### config.mk
export PLATFORM = sky130hd
export DESIGN_NAME = fetch_buffer_flat
export DESIGN_NICKNAME = d
export VERILOG_FILES = /design/src/rtl/fetch_buffer_pkg.sv /design/src/rtl/fetch_buffer_if.sv /design/src/rtl/fetch_fifo.sv /design/src/rtl/fetch_buffer.sv /design/src/flat_wrapper.sv
export SDC_FILE = /design/constraint.sdc
export NUM_CORES = 1
export LEC_CHECK = 0
export BUFFER_PORTS_ARGS = -buffer_cell sky130_fd_sc_hd__buf_2
export CAP_MARGIN = 20
export CORE_UTILIZATION = 40
export DETAILED_ROUTE_END_ITERATION = 8
export PLACE_DENSITY_LB_ADDON = 0.08
export SLEW_MARGIN = 20
export SYNTH_ARGS = -nofsm -noshare
export SYNTH_HDL_FRONTEND = slang
export SYNTH_SLANG_ARGS = --single-unit
export TNS_END_PERCENT = 50
### constraint.sdc
create_clock -name clk -period 3.44 [get_ports clk]
set_clock_uncertainty 0.2 [all_clocks]
set_input_delay 0.172 -clock clk [delete_from_list [all_inputs] [get_ports clk]]
set_output_delay 0.172 -clock clk [all_outputs]
set_load 0.1 [all_outputs]
### src/rtl/fetch_buffer_pkg.sv
// Shared widths, defaults and the fetch-queue entry type for the fetch buffer.
package fetch_buffer_pkg;

  localparam int unsigned INSTR_W   = 16;
  localparam int unsigned ADDR_W    = 16;
  localparam int unsigned DEF_DEPTH = 4;

  localparam logic [ADDR_W-1:0] DEF_RESET_PC = '0;

  typedef struct packed {
    logic [INSTR_W-1:0] instr;
    logic [ADDR_W-1:0]  pc;
  } fetch_entry_t;

  function automatic logic [ADDR_W-1:0] pc_inc(input logic [ADDR_W-1:0] pc);
    return pc + ADDR_W'(1);
  endfunction

endpackage

### src/rtl/fetch_buffer_if.sv
// Instruction-memory, decode and redirect signals of the fetch buffer.
interface fetch_buffer_if;
  import fetch_buffer_pkg::*;

  logic               imem_req;
  logic [ADDR_W-1:0]  imem_addr;
  logic               imem_rvalid;
  logic [INSTR_W-1:0] imem_rdata;

  logic               out_valid;
  logic [INSTR_W-1:0] out_instr;
  logic [ADDR_W-1:0]  out_pc;
  logic               out_ready;

  logic               redirect_valid;
  logic [ADDR_W-1:0]  redirect_pc;

  modport master (
    output imem_req, imem_addr, out_valid, out_instr, out_pc,
    input  imem_rvalid, imem_rdata, out_ready, redirect_valid, redirect_pc
  );

  modport slave (
    input  imem_req, imem_addr, out_valid, out_instr, out_pc,
    output imem_rvalid, imem_rdata, out_ready, redirect_valid, redirect_pc
  );

endinterface

### src/rtl/fetch_fifo.sv
// Circular queue of fetched {instr, pc} entries with a synchronous flush.
module fetch_fifo
  import fetch_buffer_pkg::*;
#(
  parameter int unsigned DEPTH = DEF_DEPTH
) (
  input  logic                   clk_i,
  input  logic                   rst_ni,
  input  logic                   flush_i,
  input  logic                   push_i,
  input  fetch_entry_t           push_data_i,
  input  logic                   pop_i,
  output fetch_entry_t           head_o,
  output logic [$clog2(DEPTH):0] count_o
);

  localparam int unsigned PW = $clog2(DEPTH);
  localparam int unsigned CW = PW + 1;

  fetch_entry_t  mem_q [DEPTH];
  logic [PW-1:0] wr_q, wr_d, rd_q, rd_d;
  logic [CW-1:0] cnt_q, cnt_d;
  logic          full, do_push, do_pop;

  assign full    = (cnt_q == CW'(DEPTH));
  assign do_pop  = pop_i && (cnt_q != '0);
  assign do_push = push_i && (!full || do_pop);

  always_comb begin
    wr_d  = wr_q;
    rd_d  = rd_q;
    cnt_d = cnt_q;
    if (flush_i) begin
      // Pointers only need to be equal; snapping read to write avoids touching storage.
      cnt_d = '0;
      rd_d  = wr_q;
    end else begin
      if (do_push) wr_d = wr_q + PW'(1);
      if (do_pop)  rd_d = rd_q + PW'(1);
      case ({do_push, do_pop})
        2'b10:   cnt_d = cnt_q + CW'(1);
        2'b01:   cnt_d = cnt_q - CW'(1);
        default: cnt_d = cnt_q;
      endcase
    end
  end

  always_ff @(posedge clk_i or negedge rst_ni) begin
    if (!rst_ni) begin
      wr_q  <= '0;
      rd_q  <= '0;
      cnt_q <= '0;
      for (int unsigned i = 0; i < DEPTH; i++) mem_q[i] <= '0;
    end else begin
      wr_q  <= wr_d;
      rd_q  <= rd_d;
      cnt_q <= cnt_d;
      if (do_push && !flush_i) mem_q[wr_q] <= push_data_i;
    end
  end

  assign head_o  = mem_q[rd_q];
  assign count_o = cnt_q;

  a_no_overflow: assert property (@(posedge clk_i) disable iff (!rst_ni)
    !(push_i && full && !pop_i && !flush_i));

endmodule

### src/rtl/fetch_buffer.sv
// Instruction fetch front end: credit-limited PC sequencing, redirect/squash handling,
// and a small in-order queue feeding decode.
module fetch_buffer
  import fetch_buffer_pkg::*;
#(
  parameter int unsigned       DEPTH    = DEF_DEPTH,
  parameter logic [ADDR_W-1:0] RESET_PC = DEF_RESET_PC
) (
  input  logic          clk,
  input  logic          resetn,
  fetch_buffer_if.master bus
);

  localparam int unsigned CW = $clog2(DEPTH) + 1;

  logic [ADDR_W-1:0] fetch_pc_q, fetch_pc_d;
  logic [ADDR_W-1:0] req_pc_q, req_pc_d;
  logic              inflight_q, inflight_d;
  logic              squash_q, squash_d;

  logic [CW-1:0]     count;
  fetch_entry_t      head, push_entry;
  logic              credit_ok, issue, push, pop, flush, valid;

  // Outstanding request counts against capacity so a response always has a slot.
  assign credit_ok = ({1'b0, count} + {{CW{1'b0}}, inflight_q}) < (CW+1)'(DEPTH);
  assign flush     = bus.redirect_valid;
  assign issue     = credit_ok && !bus.redirect_valid;
  assign valid     = (count != '0);
  assign pop       = valid && bus.out_ready;
  assign push      = bus.imem_rvalid && inflight_q && !squash_q && !flush;

  assign push_entry = '{instr: bus.imem_rdata, pc: req_pc_q};

  always_comb begin
    fetch_pc_d = fetch_pc_q;
    req_pc_d   = req_pc_q;
    inflight_d = inflight_q;
    squash_d   = squash_q;
    if (bus.imem_rvalid) begin
      inflight_d = 1'b0;
      squash_d   = 1'b0;
    end
    if (issue) begin
      fetch_pc_d = pc_inc(fetch_pc_q);
      req_pc_d   = fetch_pc_q;
      inflight_d = 1'b1;
    end
    if (flush) begin
      fetch_pc_d = bus.redirect_pc;
      // A response landing this cycle is already dropped; only a later one needs marking.
      if (inflight_q && !bus.imem_rvalid) squash_d = 1'b1;
    end
  end

  always_ff @(posedge clk or negedge resetn) begin
    if (!resetn) begin
      fetch_pc_q <= RESET_PC;
      req_pc_q   <= '0;
      inflight_q <= 1'b0;
      squash_q   <= 1'b0;
    end else begin
      fetch_pc_q <= fetch_pc_d;
      req_pc_q   <= req_pc_d;
      inflight_q <= inflight_d;
      squash_q   <= squash_d;
    end
  end

  fetch_fifo #(
    .DEPTH(DEPTH)
  ) u_fifo (
    .clk_i      (clk),
    .rst_ni     (resetn),
    .flush_i    (flush),
    .push_i     (push),
    .push_data_i(push_entry),
    .pop_i      (pop),
    .head_o     (head),
    .count_o    (count)
  );

  assign bus.imem_req  = issue && resetn;
  assign bus.imem_addr = fetch_pc_q;
  assign bus.out_valid = valid;
  assign bus.out_instr = head.instr;
  assign bus.out_pc    = head.pc;

endmodule

### src/flat_wrapper.sv
// flat-port wrapper written by rule: the top's interface ports become plain ports
module fetch_buffer_flat import fetch_buffer_pkg::*;
#(
  parameter int unsigned       DEPTH    = DEF_DEPTH,
  parameter logic [ADDR_W-1:0] RESET_PC = DEF_RESET_PC
)
  (clk, resetn, bus_imem_req, bus_imem_addr, bus_out_valid, bus_out_instr, bus_out_pc, bus_imem_rvalid, bus_imem_rdata, bus_out_ready, bus_redirect_valid, bus_redirect_pc);
  fetch_buffer_if bus_i ();
  input  logic clk;
  input  logic resetn;
  output wire logic [$bits(bus_i.imem_req)-1:0] bus_imem_req;
  output wire logic [$bits(bus_i.imem_addr)-1:0] bus_imem_addr;
  output wire logic [$bits(bus_i.out_valid)-1:0] bus_out_valid;
  output wire logic [$bits(bus_i.out_instr)-1:0] bus_out_instr;
  output wire logic [$bits(bus_i.out_pc)-1:0] bus_out_pc;
  input wire logic [$bits(bus_i.imem_rvalid)-1:0] bus_imem_rvalid;
  input wire logic [$bits(bus_i.imem_rdata)-1:0] bus_imem_rdata;
  input wire logic [$bits(bus_i.out_ready)-1:0] bus_out_ready;
  input wire logic [$bits(bus_i.redirect_valid)-1:0] bus_redirect_valid;
  input wire logic [$bits(bus_i.redirect_pc)-1:0] bus_redirect_pc;
  assign bus_imem_req = bus_i.imem_req;
  assign bus_imem_addr = bus_i.imem_addr;
  assign bus_out_valid = bus_i.out_valid;
  assign bus_out_instr = bus_i.out_instr;
  assign bus_out_pc = bus_i.out_pc;
  assign bus_i.imem_rvalid = bus_imem_rvalid;
  assign bus_i.imem_rdata = bus_imem_rdata;
  assign bus_i.out_ready = bus_out_ready;
  assign bus_i.redirect_valid = bus_redirect_valid;
  assign bus_i.redirect_pc = bus_redirect_pc;
  fetch_buffer #(.DEPTH(DEPTH), .RESET_PC(RESET_PC)) u_core (.clk(clk), .resetn(resetn), .bus(bus_i));
endmodule
# Word-level counts from Yosys, hierarchy flattened
# Index checks and enable logic that the tools add are counted.
# op_classes
n_addsub	6
order_cmp	4
n_eq_ne	3
n_mux	17
bitwise	3
n_reduce_logical	22
# op_table
cell	n
bitwise mux 128 bit	1
two-way mux 32 bit	3
binary-select mux 32 bit (select 2 bit)	1
demux 32 bit (select 2 bit)	1
two-way mux 16 bit	2
adder 16 x 1 -> 16 bit, second input constant	1
logical AND 1 bit	11
greater-or-equal comparator 3 bit, second input constant	2
inverter 2 -> 3 bit	2
case mux 3 bit (2 select lines)	1
nonzero test 2 bit	3
nonzero test 3 bit	2
two-way mux 1 bit	5
adder 2 x 1 -> 2 bit, second input constant	2
adder 3 x 1 -> 4 bit	1
zero test 1 bit	4
less-than comparator 4 x 3 -> 1 bit, second input constant	1
two-way mux 2 bit	2
adder 3 x 1 -> 3 bit, second input constant	1
== test 3 bit, second input constant	1
less-than comparator 3 x 1 -> 1 bit, second input constant	1
two-way mux 3 bit	1
subtractor 3 x 1 -> 3 bit, second input constant	1
== test 2 x 1 -> 1 bit, second input constant	1
4 further kinds	4
# word_totals
register_bits	169
inputBits	37
output_inout_bits	50
wordCells	70

# Depth between registers and ports, before layout
# logic_depth
word_depth	8
mapped_depth	9
depth_no_buf	8

# By module
# From an unflattened synthesis, not the netlist that was laid out.
# hier_totals
cells_unflattened	524
area_unflattened_um2	7768.7
# modules_own_cells
module	n_inst	cells_per_inst	area_each_um2	seq_area_each_um2
fetch_fifo	1	369	6060.8	3378.2
fetch_buffer	1	155	1707.9	850.8

# Worst setup path before layout
# Ideal clock, no wire load.
# synth_timing
kind	reg2reg
startpoint	register u_core.u_fifo.cnt_q[0], in the netlist u_core.u_fifo.count_o[0]
endpoint	register u_core.u_fifo.cnt_q[2], in the netlist u_core.u_fifo.count_o[2]
arrival_time_ps	2792
required_ps	3158
path_slack_ps	366
stages_incl_launch_ff	10
path_buffers	1
period_less_slack_ps	3074
cell_sequence	dfrtp_1 -> buf_2 -> or3_1 -> nand2_1 -> nor2_1 -> fa_1 -> nand2b_1 -> or3_1 -> a21o_1 -> a31oi_1
# synth_between
elab_chain_len	8
# synth_lines
element	line_no	rtl
start: declaration	fetch_fifo.sv:22	logic [CW-1:0] cnt_q, cnt_d;
start signal: assignment	fetch_fifo.sv:57	cnt_q <= cnt_d;
nonzero test 3 bit *	fetch_buffer.sv:29	assign valid = (count != '0);
net bus_out_valid	flat_wrapper.sv:13	output wire logic [$bits(bus_i.out_valid)-1:0] bus_out_valid;
logical AND 1 bit	fetch_buffer.sv:30	assign pop = valid && bus.out_ready;
logical AND 1 bit *	fetch_fifo.sv:26	assign do_pop = pop_i && (cnt_q != '0);
logical OR 1 bit	fetch_fifo.sv:27	assign do_push = push_i && (!full || do_pop);
logical AND 1 bit	fetch_fifo.sv:27	
== test 2 x 1 -> 1 bit / == test 2 bit (equally long branches)	fetch_fifo.sv:40	case ({do_push, do_pop})
case mux 3 bit (2 select lines)	fetch_fifo.sv:40	
two-way mux 3 bit	fetch_fifo.sv:33	if (flush_i) begin
# Mark *: on every way through the listed nets, which the timed path passes. The rest lies on a longest branch.
# A chain may end at the register's enable or synchronous reset.

# Worst setup path in the final report
# layout_timing
startpoint	register u_core.u_fifo.rd_q[0]
endpoint	output bus_out_pc[13]
# layout_between
elab_chain_len	4
# layout_lines
element	line_no	rtl
start: declaration	fetch_fifo.sv:21	logic [PW-1:0] wr_q, wr_d, rd_q, rd_d;
start signal: assignment	fetch_fifo.sv:56	rd_q <= rd_d;
inverter 2 -> 3 bit (not written as such)	fetch_fifo.sv:62	assign head_o = mem_q[rd_q];
binary-select mux 32 bit (select 2 bit)	fetch_fifo.sv:62	
two-way mux 32 bit (not written as such) (2 in series)	fetch_fifo.sv:62	
end: declaration	flat_wrapper.sv:15	output wire logic [$bits(bus_i.out_pc)-1:0] bus_out_pc;
# Every way passes these cells. The select of a mux whose other input is x is not followed.

==> results by group <==
Final layout
  – Layout filler cell count: 1,690
  – Area of the multi-input gates: 3220 um^2
  – Fin nets: 668
  – ANT cells: 0
  – Area Overhead vs Synth: 18.8%
  – Design Area, Final: 9280 um^2
  – Fin util: 0.491
  – Flip-flop and latch area: 4230 um^2
  – Layout cells sized above 1: 0.481

Setup path
  – Worst EP required: 3.07 ns
  – CP max FO: 18
  – Critical path class: reg2out
  – Worst Setup Start Kind: register
  – R2r setup slk: 0.77 ns
  – RR Endpoint: u_core.u_fifo.count_o[2]
  – Critical Path AT: 2.38 ns
  – Kind of end point of the critical path: output port
  – Worst Reg-to-Reg Cells: 8
  – Worst R2R Start: u_core.u_fifo.count_o[1]

Placement
  – Final GP Congestion: 0.729
  – Post-detail-place hpwl: 9990 um
  – Number of port buffers: 86
  – Placement Cell Area: 8300 um^2

Global routing
  – Total congestion overflow: 0
  – Initial antenna violation count: 0
  – Vias in the first global route: 4,897
  – Largest net degree at the start of global routing: 128
  – Gr usage total: 0.175
  – First-pass GRT wire length: 26,300 um

Worst hold path
  – HP Class: in2async

Logic synthesis
  – Area contributors post-synth: dfrtp_1 54%, mux2_2 20%, mux4_2 9.2%
  – Syn Nets: 554
  – Synth Warn #: 0
  – Sequential-to-total area share from yosys stat: 0.542
  – Post-Syn Area: 7810 um^2
  – Post-synthesis sequential element count: 169
  – Mean Syn Cell Area: 15.3 um^2
  – Library cells used by synthesis: 39
  – Synth async-reset ratio: 1.00
  – Top cell type's share of synthesized area: 0.542
  – Top FF cell, synth: dfrtp_1
  – Top post-synthesis cells by count: 169 x dfrtp_1, 140 x mux2_2, 32 x mux4_2
  – Area leader, netlist: dfrtp_1
  – Count leader, synth: dfrtp_1
  – Post-synth EDFFs: 0
  – Mapped Cells: 511

Drt
  – Via count: 4,596
  – Via/cell ratio: 5.12
  – Starting DRT DRC Count: 177
  – WL final: 16,200 um
  – DRT Pass-1 Iters: 4
  – DR WL/cell: 18.0 um
  – # DRC: 0
  – Antenna viol nets, final: 0

Timing
  – FMAX: 363 MHz
  – Actual slew at the worst max-slew pin: 0.881 ns
  – Max_slew headroom: 0.413
  – Final min period: 2.75 ns
  – Final Cycle Share: 0.800
  – Worst hold margin: 0.0392 ns
  – Setup TNS: 0 ns
  – RSZ-0062 raised after global routing: no
  – Setup-failing EPs final: 0
  – Final Max Tran Viols: 0
  – Fin. Hold Viols: 0

Job
  – Max_cap viols: 0

Floorplan
  – Core Box Area: 18,900 um^2
  – Die X: 142 um
  – Die H: 142 um
  – Num rows: 50
  – Die Area: 20,100 um^2
  – Initial Util: 0.413
  – IO Count: 87

Clock tree
  – CTS root buffer: clkbuf_16
  – TritonCTS clock tree: yes
  – H-tree depth: 4
  – Post-cts sizing count: 0
  – Clock transition at path regs: 0.07 ns
  – Inserted Clock Buffers: 17
  – Clk buf depth: 2
  – Number of clock sinks: 169
  – Clk_lat worst skew: 0.43 ns

Status
  – Outcome: completed
-- critical path: stages (launching register included) --
cell     delay, ns
dfrtp_2       0.80
buf_12        0.29
mux4_2        0.54
buf_2         0.31
-- cell families (layout without fill, tap and decap cells) --
| family | count (synthesis) | in the layout | share of synthesized area |
|---|---|---|---|
| mux | 179 | 179 | 0.304 |
| flops | 169 | 169 | 0.542 |
| simple gates | 68 | 68 | 0.0508 |
| buf+inv | 40 | 167 | 0.0466 |
| compound gates | 36 | 36 | 0.0319 |
| xor+xnor | 13 | 13 | 0.0146 |
| fa+ha+maj | 6 | 6 | 0.0106 |
-- final cells by class --
type,instances,area share
clock inverters,11,0.0156
repair buffers,127,0.0926
inverters,8,0.00324
well taps,260,0.0351
flip-flops and latches,169,0.456
clock buffers,21,0.0507
multi-input cells,302,0.347
-- repair_timing --
item / in CTS / in global routing
hold buffers: 36 / 0
setup buffers: 0 / 0
hold endpoints to repair: 125 / 0
-- flip-flops by register name, indices dropped and copies added, names as in the netlist --
name / count
u_core.bus.imem_addr: 16
u_core.inflight_q: 1
u_core.req_pc_q: 16
u_core.squash_q: 1
u_core.u_fifo.count_o: 3
u_core.u_fifo.mem_q: 128
u_core.u_fifo.rd_q: 2
u_core.u_fifo.wr_q: 2
-- metal layers --
metal	vias up	track usage	wire length [um]
met5	-	0	0
li1	2116	-	-
met1	2372	0.232	7620
met2	88	0.281	7640
met4	0	0.0577	219
met3	20	0.0432	707
-- through the flow --
stage	worst slack (ns)	instances
5_1_grt	0.547	898
6_report	0.688	898
3_5_place_dp	0.790	830
4_1_cts	0.575	898
2_1_floorplan	0.366	511
3_3_place_gp	0.884	830
-- layout by cell type, fill, tap and decap left out, types with 2 or more instances in the layout --
cell type      netlist  layout
dfrtp_2              0       2
bufinv_16            0       3
nand2_4              4       4
xnor2_1              4       4
o211ai_1             3       3
clkinv_4             0       2
clkbuf_16            0      17
clkinvlp_4           0       3
clkinv_2             0       3
a21oi_1              3       3
a31oi_1              6       6
inv_1                7       7
dlygate4sd3_1        0      36
or2_2                2       2
mux2i_1              2       2
nand2_1             19      19
nand4_1              7       7
buf_12              12       2
mux2_2             140     140
a21o_1               2       2
buf_2                9      85
and2_1               3       3
nor2_1               9       9
nand3_1              7       7
mux4_2              32      32
or3_1                2       2
mux2_1               5       5
xor2_1               9       9
o21ai_0             14      14
buf_4                0       3
o31ai_1              5       5
or4_1                7       7
ha_1                 5       5
and3_1               3       3
dfrtp_1            169     167
clkbuf_8             0       3
-- worst max path at each step --
| stage | from | to | slack [ns] | cells past startpoint |
|---|---|---|---|---|
| after floorplan | u_core.u_fifo.count_o[0] | u_core.u_fifo.count_o[2] | 0.37 | 9 |
| after global placement | u_core.u_fifo.count_o[1] | u_core.u_fifo.count_o[2] | 0.88 | 8 |
| after detailed placement | u_core.u_fifo.count_o[0] | u_core.u_fifo.count_o[2] | 0.79 | 8 |
| after CTS | u_core.u_fifo.rd_q[0] | bus_out_instr[14] | 0.57 | 3 |
| after global routing | u_core.u_fifo.rd_q[0] | bus_out_instr[8] | 0.55 | 3 |
| final | u_core.u_fifo.rd_q[0] | bus_out_pc[13] | 0.69 | 3 |
Power is not shown: default switching activity piles up to over one toggle a cycle in this logic, so the estimate is an artifact.
